[src/rtl/loong_pkg.sv]
// Shared definitions for the loong round controller: S-box, FSM encoding,
// nibble addressing and the state helpers used by the round datapath.
package loong_pkg;

  // 16-entry S-box; entry i sits in bits [4*i +: 4]
  localparam logic [63:0] SBOX_TABLE = 64'h21748FE3DA09B65C;

  typedef enum logic [3:0] {
    LS_IDLE     = 4'd0,
    LS_ADDKEY   = 4'd1,
    LS_SUB      = 4'd2,
    LS_ROW_REQ  = 4'd3,
    LS_ROW_WAIT = 4'd4,
    LS_COL_REQ  = 4'd5,
    LS_COL_WAIT = 4'd6,
    LS_FINAL    = 4'd7,
    LS_DONE     = 4'd8,
    LS_ERR      = 4'd9
  } loong_state_e;

  // Bit offset of nibble [r][c] inside a 64-bit state word.
  function automatic int nib_idx(input int r, input int c);
    return 4 * (4 * r + c);
  endfunction

  function automatic logic [63:0] transpose(input logic [63:0] s);
    logic [63:0] t;
    t = 64'd0;
    for (int r = 0; r < 4; r++) begin
      for (int c = 0; c < 4; c++) begin
        t[nib_idx(r, c) +: 4] = s[nib_idx(c, r) +: 4];
      end
    end
    return t;
  endfunction

  // Round key: key rotated left by whole nibbles, round number folded into the low bits.
  function automatic logic [63:0] round_key(input logic [63:0] key, input logic [4:0] n);
    logic [127:0] dbl;
    dbl = {key, key} << {n[3:0], 2'b00};
    return dbl[127:64] ^ {59'd0, n};
  endfunction

endpackage

[src/rtl/loong_sbox4.sv]
// Single 4-bit S-box lane, purely combinational.
module loong_sbox4
  import loong_pkg::*;
(
  input  logic [3:0] din,
  output logic [3:0] dout
);

  // table lookup for one nibble
  always_comb begin
    dout = SBOX_TABLE[{din, 2'b00} +: 4];
  end

endmodule

[src/rtl/loong_round_ctrl.sv]
// Round controller for the loong 64-bit cipher. Row and column diffusion both go
// through one external mix engine over a req/ack handshake with a wait timeout.
module loong_round_ctrl
  import loong_pkg::*;
#(
  parameter int NUM_ROUNDS  = 16,
  parameter int MIX_TIMEOUT = 8
) (
  input  logic        clock,
  input  logic        rst,
  input  logic        start,
  input  logic [63:0] pt_in,
  input  logic [63:0] key_in,
  output logic        mix_req,
  output logic [63:0] mix_data,
  input  logic        mix_ack,
  input  logic [63:0] mix_result,
  output logic        busy,
  output logic        done,
  output logic [63:0] ct_out,
  output logic        err
);

  localparam logic [3:0] ST_IDLE     = LS_IDLE;
  localparam logic [3:0] ST_ADDKEY   = LS_ADDKEY;
  localparam logic [3:0] ST_SUB      = LS_SUB;
  localparam logic [3:0] ST_ROW_REQ  = LS_ROW_REQ;
  localparam logic [3:0] ST_ROW_WAIT = LS_ROW_WAIT;
  localparam logic [3:0] ST_COL_REQ  = LS_COL_REQ;
  localparam logic [3:0] ST_COL_WAIT = LS_COL_WAIT;
  localparam logic [3:0] ST_FINAL    = LS_FINAL;
  localparam logic [3:0] ST_DONE     = LS_DONE;
  localparam logic [3:0] ST_ERR      = LS_ERR;

  localparam int TW = $clog2(MIX_TIMEOUT) + 1;

  logic [3:0]    fsm_r;
  logic [63:0]   st_r;
  logic [63:0]   key_r;
  logic [4:0]    round_r;
  logic [TW-1:0] tmo_r;
  logic          mix_req_r;
  logic [63:0]   mix_data_r;
  logic          busy_r;
  logic          done_r;
  logic [63:0]   ct_r;
  logic          err_r;

  logic [63:0]   sub_s;
  logic [63:0]   rk_s;
  logic          tmo_hit_s;
  logic          last_round_s;

  for (genvar i = 0; i < 16; i++) begin : g_sbox
    loong_sbox4 u_sbox (
      .din  (st_r[4*i +: 4]),
      .dout (sub_s[4*i +: 4])
    );
  end

  // round_r equals NUM_ROUNDS in FINAL, so one key generator serves ADDKEY and FINAL
  assign rk_s         = round_key(key_r, round_r);
  assign tmo_hit_s    = (tmo_r == TW'(MIX_TIMEOUT - 1));
  assign last_round_s = ((round_r + 5'd1) >= 5'(NUM_ROUNDS));

  assign mix_req  = mix_req_r;
  assign mix_data = mix_data_r;
  assign busy     = busy_r;
  assign done     = done_r;
  assign ct_out   = ct_r;
  assign err      = err_r;

  // round sequencing, datapath and registered handshake outputs
  always_ff @(posedge clock or negedge rst) begin
    if (!rst) begin
      fsm_r      <= ST_IDLE;
      st_r       <= 64'd0;
      key_r      <= 64'd0;
      round_r    <= 5'd0;
      tmo_r      <= '0;
      mix_req_r  <= 1'b0;
      mix_data_r <= 64'd0;
      busy_r     <= 1'b0;
      done_r     <= 1'b0;
      ct_r       <= 64'd0;
      err_r      <= 1'b0;
    end else begin
      mix_req_r <= 1'b0;
      done_r    <= 1'b0;
      case (fsm_r)
        ST_IDLE: begin
          if (start) begin
            st_r    <= pt_in;
            key_r   <= key_in;
            round_r <= 5'd0;
            tmo_r   <= '0;
            err_r   <= 1'b0;
            busy_r  <= 1'b1;
            fsm_r   <= ST_ADDKEY;
          end else begin
            fsm_r <= ST_IDLE;
          end
        end
        ST_ADDKEY: begin
          st_r  <= st_r ^ rk_s;
          fsm_r <= ST_SUB;
        end
        ST_SUB: begin
          // request is launched together with the substituted state so data and req align
          st_r       <= sub_s;
          mix_data_r <= sub_s;
          mix_req_r  <= 1'b1;
          fsm_r      <= ST_ROW_REQ;
        end
        ST_ROW_REQ: begin
          tmo_r <= '0;
          fsm_r <= ST_ROW_WAIT;
        end
        ST_ROW_WAIT: begin
          if (mix_ack) begin
            st_r       <= mix_result;
            mix_data_r <= transpose(mix_result);
            mix_req_r  <= 1'b1;
            fsm_r      <= ST_COL_REQ;
          end else if (tmo_hit_s) begin
            err_r  <= 1'b1;
            busy_r <= 1'b0;
            fsm_r  <= ST_ERR;
          end else begin
            tmo_r <= tmo_r + TW'(1);
          end
        end
        ST_COL_REQ: begin
          tmo_r <= '0;
          fsm_r <= ST_COL_WAIT;
        end
        ST_COL_WAIT: begin
          if (mix_ack) begin
            st_r    <= transpose(mix_result);
            round_r <= round_r + 5'd1;
            fsm_r   <= last_round_s ? ST_FINAL : ST_ADDKEY;
          end else if (tmo_hit_s) begin
            err_r  <= 1'b1;
            busy_r <= 1'b0;
            fsm_r  <= ST_ERR;
          end else begin
            tmo_r <= tmo_r + TW'(1);
          end
        end
        ST_FINAL: begin
          st_r   <= st_r ^ rk_s;
          ct_r   <= st_r ^ rk_s;
          busy_r <= 1'b0;
          done_r <= 1'b1;
          fsm_r  <= ST_DONE;
        end
        ST_DONE: begin
          fsm_r <= ST_IDLE;
        end
        ST_ERR: begin
          fsm_r <= ST_IDLE;
        end
        default: begin
          busy_r <= 1'b0;
          fsm_r  <= ST_IDLE;
        end
      endcase
    end
  end

endmodule
[config.mk]
export PLATFORM = sky130hd
export DESIGN_NAME = loong_round_ctrl
export DESIGN_NICKNAME = d
export VERILOG_FILES = /design/src/rtl/loong_pkg.sv /design/src/rtl/loong_sbox4.sv /design/src/rtl/loong_round_ctrl.sv
export SDC_FILE = /design/constraint.sdc
export NUM_CORES = 1
export LEC_CHECK = 0
export CORE_MARGIN = 4
export CORE_UTILIZATION = 40
export CTS_CLUSTER_SIZE = 24
export DETAILED_ROUTE_END_ITERATION = 8
export GPL_ROUTABILITY_DRIVEN = 0
export PLACE_DENSITY = 0.71
export SLEW_MARGIN = 20
export SYNTH_ARGS = -nofsm -noshare
export SYNTH_HDL_FRONTEND = slang
export SYNTH_SLANG_ARGS = --single-unit
[constraint.sdc]
create_clock -name clock -period 2.9 [get_ports clock]
set_input_delay 0.29 -clock clock [delete_from_list [all_inputs] [get_ports clock]]
set_output_delay 0.29 -clock clock [all_outputs]
set_load 0.02 [all_outputs]
# After elaboration in Yosys (flattened, before gate mapping)

Index checks and enable logic that the tools add are counted.

Reduce and logical (&&, ||, !) cells: 17
Mux-type cells: 29
Magnitude comparators: 1
Shifts and indexed selects: 17
Bitwise operators: 3
Equality and inequality tests: 16
Add/sub/neg operators: 2

Operators by type and width:

| cell                                                        | count |
|---|---|
| variable part select 64 x 7 -> 4 bit (first input constant) | 16 |
| case mux 64 bit (5 select lines)                            | 1 |
| 2-to-1 mux 64 bit                                           | 3 |
| case mux 64 bit (2 select lines)                            | 1 |
| left shift 128 x 6 -> 128 bit                               | 1 |
| bitwise XOR 64 x 5 -> 64 bit                                | 1 |
| bitwise XOR 64 bit                                          | 1 |
| case mux 4 bit (8 select lines)                             | 1 |
| 2-to-1 mux 4 bit                                            | 6 |
| equality test 4 x 3 -> 1 bit (second input constant)        | 5 |
| AND reduction 4 bit                                         | 4 |
| case mux 4 bit (3 select lines)                             | 1 |
| 2-to-1 mux 5 bit                                            | 2 |
| != test 2 bit (second input constant)                       | 5 |
| case mux 5 bit (2 select lines)                             | 1 |
| 2-to-1 mux 1 bit                                            | 9 |
| equality test 4 x 2 -> 1 bit (second input constant)        | 2 |
| equality test 4 bit (second input constant)                 | 2 |
| nonzero test 2 bit                                          | 3 |
| OR reduction 2 bit                                          | 3 |
| OR reduction 6 bit                                          | 1 |
| adder 5 x 1 -> 5 bit (second input constant)                | 1 |
| greater-or-equal comparator 5 bit (second input constant)   | 1 |
| nonzero test 5 bit                                          | 1 |
| 11 further kinds                                            | 13 |

Input bits: 196
Flip-flop bits (word level): 273
Output and inout port bits: 132
Logic and storage cells: 96

# Logic depth before layout (Yosys ltp)

Word-level depth: 5
Depth in mapped cells: 10
Mapped depth without buffers: 8

# Hierarchy

Synthesis repeated with hierarchy kept, for this count alone.

Cell total of the unflattened synthesis: 2012
Area, all modules: 19268.5 um^2

By module, submodules not included:

| module           | area each (um^2) | instances | seq. area each (um^2) | cells each |
|---|---|---|---|---|
| loong_round_ctrl | 16305.6          | 1         | 6831.6                | 1724 |
| loong_sbox4      | 185.2            | 16        | 0.0                   | 18 |

# Worst setup path after synthesis

No wires, ideal clock.

Kind: register to register
From: register round_r[3]
To: register st_r[61]
Library setup time: 126 ps
Stages on the path, launching flop included: 7
Arrival time: 2115 ps
Period minus slack after synthesis: 2241 ps
Slack: 659 ps
Path buffers: 2
Required time: 2774 ps
Path through: dfrtp_1 buf_2 buf_2 mux4_2 a222oi_1 mux2i_1 a311o_1

Longest elaborated chain between the ends: 4

RTL lines:

| item                             | RTL line                                         | source |
|---|---|---|
| from (decl)                      | loong_round_ctrl.sv:40                           | `logic [4:0] round_r;` |
| from (signal assigned)           | loong_round_ctrl.sv:140                          | `round_r <= round_r + 5'd1;` |
| left shift 128 x 6 -> 128 bit    | loong_pkg.sv:40                                  | `dbl = {key, key} << {n[3:0], 2'b00};` |
| bitwise XOR 64 x 5 -> 64 bit     | loong_pkg.sv:41                                  | `return dbl[127:64] ^ {59'd0, n};` |
| bitwise XOR 64 bit               | loong_round_ctrl.sv:105, loong_round_ctrl.sv:151 |  |
| case mux 64 bit (5 select lines) | loong_round_ctrl.sv:90                           | `case (fsm_r)` |
| to (signal assigned)             | loong_round_ctrl.sv:93                           | `st_r <= pt_in;` |
| to (signal assigned)             | loong_round_ctrl.sv:105                          | `st_r <= st_r ^ rk_s;` |
| to (signal assigned)             | loong_round_ctrl.sv:151                          | `st_r <= st_r ^ rk_s;` |
| to (decl)                        | loong_round_ctrl.sv:38                           | `logic [63:0] st_r;` |

No other way between the ends.
A chain may end at the register's enable or synchronous reset.

# Worst setup path in the final report

From: register st_r[28]
To: register st_r[28]

Longest elaborated chain between the ends: 2
Elaborated cells between the ends (all ways): 3
Classes of those cells: 1 x shift; 1 x mux; 1 x bitwise

RTL lines:

| item                                                                              | RTL line                                                            | source |
|---|---|---|
| from (signal assigned)                                                            | loong_round_ctrl.sv:93                                              |  |
| from (signal assigned)                                                            | loong_round_ctrl.sv:105                                             |  |
| from (signal assigned)                                                            | loong_round_ctrl.sv:110                                             | `st_r <= sub_s;` |
| variable part select 64 x 7 -> 4 bit / bitwise XOR 64 bit (equally long branches) | loong_sbox4.sv:11, loong_round_ctrl.sv:105, loong_round_ctrl.sv:151 |  |
| case mux 64 bit (5 select lines) (*)                                              | loong_round_ctrl.sv:90                                              |  |

Every way passes the cells marked *; elsewhere a longest branch is shown, timed or not.

==> results_dict.tcl <==
set metrics [dict create \
    synth-edff-count 0 \
    finish.utilization 0.524 \
    hold_viol_final 0 \
    numCtsBuffers 31 \
    r2r-end "st_r[28]" \
    period_needed_ns 2.79 \
    synth_cell_type_count 64 \
    hold_class "in2reg" \
    r2r_start "st_r[28]" \
    rsz0062_at_grt "no" \
    grt_start_max_net_pins 78 \
    drc 0 \
    power.total_mw 38.6 \
    ys_seq_area_frac 0.339 \
    rows 81 \
    clock_path_buffers 3 \
    met1_length_mm 32.0 \
    setup_violations 0 \
    async_reset_ff_frac 1.00 \
    root_buffer "clkbuf_16" \
    synth.most_common_cell "nand2_1" \
    dp_hpwl_mm 61.2 \
    grt_overflow 0 \
    die_width_microns 232 \
    min_to "key_r[4]" \
    required_ns 3.36 \
    hold_slack_ns 0.234 \
    met3_length_mm 9.05 \
    fp.dieArea_sq_um 54000 \
    synth_ff_type "dfrtp_1" \
    worstSetupStartpointType "flop" \
    first_iter_violations 2491 \
    vdd_ir_drop_max_mv 0.714 \
    synthDominantCellAreaShare 0.339 \
    grt_pass1_vias 18900 \
    finalMaxSlewViolations 0 \
    wl_met2_mm 33.6 \
    yosys_register_bits 273 \
    vias_per_cell 6.08 \
    min_delay_path_depth 3 \
    post-route-period-util 0.962 \
    start_util 0.408 \
    final_nets 2860 \
    cts_max_level 1 \
    clock-sinks 273 \
    clock_latency_ns 0.59 \
    synth_cells 2277 \
    leakage_nw 11.2 \
    critPathMaxFanout 7 \
    avgSynthCellArea_sq_um 8.85 \
    dr.pass1.iters 5 \
    syn_nets 2564 \
    coreArea_sq_um 49400 \
    synth_common_cells "nand2_1, dfrtp_1, o21ai_0" \
    grt_pass1_wl_mm 118 \
    fin_worst_skew_ns 0.00918 \
    outcome "finished, final reports clean" \
    critPathMaxStageDelay_ns 0.53 \
    critical_path_class "reg2reg" \
    drive_gt1_frac 0.121 \
    power_density_nw_per_um2 1490 \
    antenna_found_initial 1 \
    nFillCells 4441 \
    r2r_cells 8 \
    drv.max_cap_violation_count 0 \
    min_from "key_in[4]" \
    path_clk_slew_ns 0.06 \
    critPathCaptureType "flop" \
    worst-endpoint-arrival_ns 3.25 \
    syn_area_sq_um 20100 \
    track_usage 0.282 \
    slew_headroom 0.466 \
    die_h_microns 232 \
    layoutNonFillerInstCount 3262 \
    wire_per_inst_microns 24.2 \
    yosys_warnings 0 \
    worstMarginPinSlew_ns 0.801 \
    synth_area_leader_cell "dfrtp_1" \
    dp.cells 3201 \
    routed-via-count 19800 \
    max_freq_mhz 358 \
    portBuffers 327 \
    crit_path_top_delay_cell "dfrtp_1" \
    tritoncts "built" \
    timing.setup.tns_ns 0 \
    areaGrowthSynthToFinish_pct 28.5 \
    cp_cell_sequence "inv_1 > ha_1 > nor2b_1 > o21ai_0 > o31a_1 > a221oi_1 > o22ai_1 > or3_1" \
    routed_wl_mm 78.9 \
    rrSetupSlack_ns 0.11 \
    yosys-top-cells-area "dfrtp_1, nand2_1, mux4_2, mux2i_1, o21ai_0" \
    io_pins 328 \
    highest_layer "met5" \
    ant_nets 0 \
]
stage by stage:
step           setup WS [ns]  cell area [sq um]
2_1_floorplan          0.659              20100
3_3_place_gp         -0.0670              24600
3_5_place_dp          -0.118              24600
4_1_cts                0.121              25800
5_1_grt               0.0239              25900
6_report               0.109              25900
report_power, final:
part | internal, mW | total [mW] | switching [mW] | leakage (nW)
Sequential | 5.68 | 8.58 | 2.90 | 3.38
Clock | 2.76 | 4.48 | 1.72 | 0.560
Combinational | 10.6 | 25.5 | 14.9 | 7.21
critical path: cells and delay by family, from the launching register on:
family / cells / cell delay (ns)
AND/OR/NAND/NOR: 2 / 0.55
buffers and inverters: 1 / 0.24
adder cells (fa/ha/maj): 1 / 0.36
AO/OA/AOI/OAI: 4 / 0.99
flip-flops: 1 / 0.53
per-layer routing:
layer	up-vias	track usage
li1	8742	-
met1	9555	0.399
met2	1338	0.423
met3	187	0.0528
met4	2	0.124
met5	-	0
layout make-up:
class,count,area [sq um],area share
Antenna cell,1,2.50,0.0000967
Clock buffer,40,880,0.0340
Clock inverter,17,280,0.0108
Inverter,63,236,0.00914
Multi-Input combinational cell,1756,12400,0.478
Sequential cell,273,6840,0.264
Tap cell,664,831,0.0321
Timing Repair Buffer,448,4430,0.171
how the worst max path moves through the flow:
stage,depth (start not counted),start,slack [ns],end
floorplan,6,round_r[3],0.66,st_r[61]
global placement,6,round_r[1],-0.07,st_r[9]
detailed placement,6,round_r[1],-0.12,st_r[9]
CTS,7,round_r[3],0.12,ct_out[13]
global route,7,fsm_r[2],0.02,st_r[49]
finish,8,st_r[28],0.11,st_r[28]
registers in the layout, indices dropped and copies added (netlist names):
name      cells
mix_data     64
fsm_r         4
mix_req       1
key_r        64
done          1
err           1
ct_out       64
round_r       5
tmo_r         4
busy          1
st_r         64
placed cells by master, fill, tap and decap left out, types with 78 or more instances in the layout:
cell,instances
nand2_1,499
clkdlybuf4s50_1,326
dfrtp_1,268
o21ai_0,248
mux2i_1,141
nor2_1,105
buf_4,101
a21oi_1,91
ha_1,91
mux4_2,78
logic make-up after synthesis:
logic type | share of synthesized area
multiplexers | 0.180
AO/OA/AOI/OAI | 0.185
XOR/XNOR | 0.0452
flip-flops | 0.339
buffers and inverters | 0.0505
AND/OR/NAND/NOR | 0.143
adder cells (fa/ha/maj) | 0.0565
repair_timing:
| action | 4_1_cts | 5_1_grt |
|---|---|---|
| setup endpoints to repair | 5 | 8 |
| hold buffers | 1 | 0 |
| setup buffers | 1 | 0 |
| cloned | 0 | 0 |
| endpoints found under the hold margin | 69 | 0 |
| resized for setup | 2 | 3 |
No activity file was read; power rests on OpenSTA's default activity.
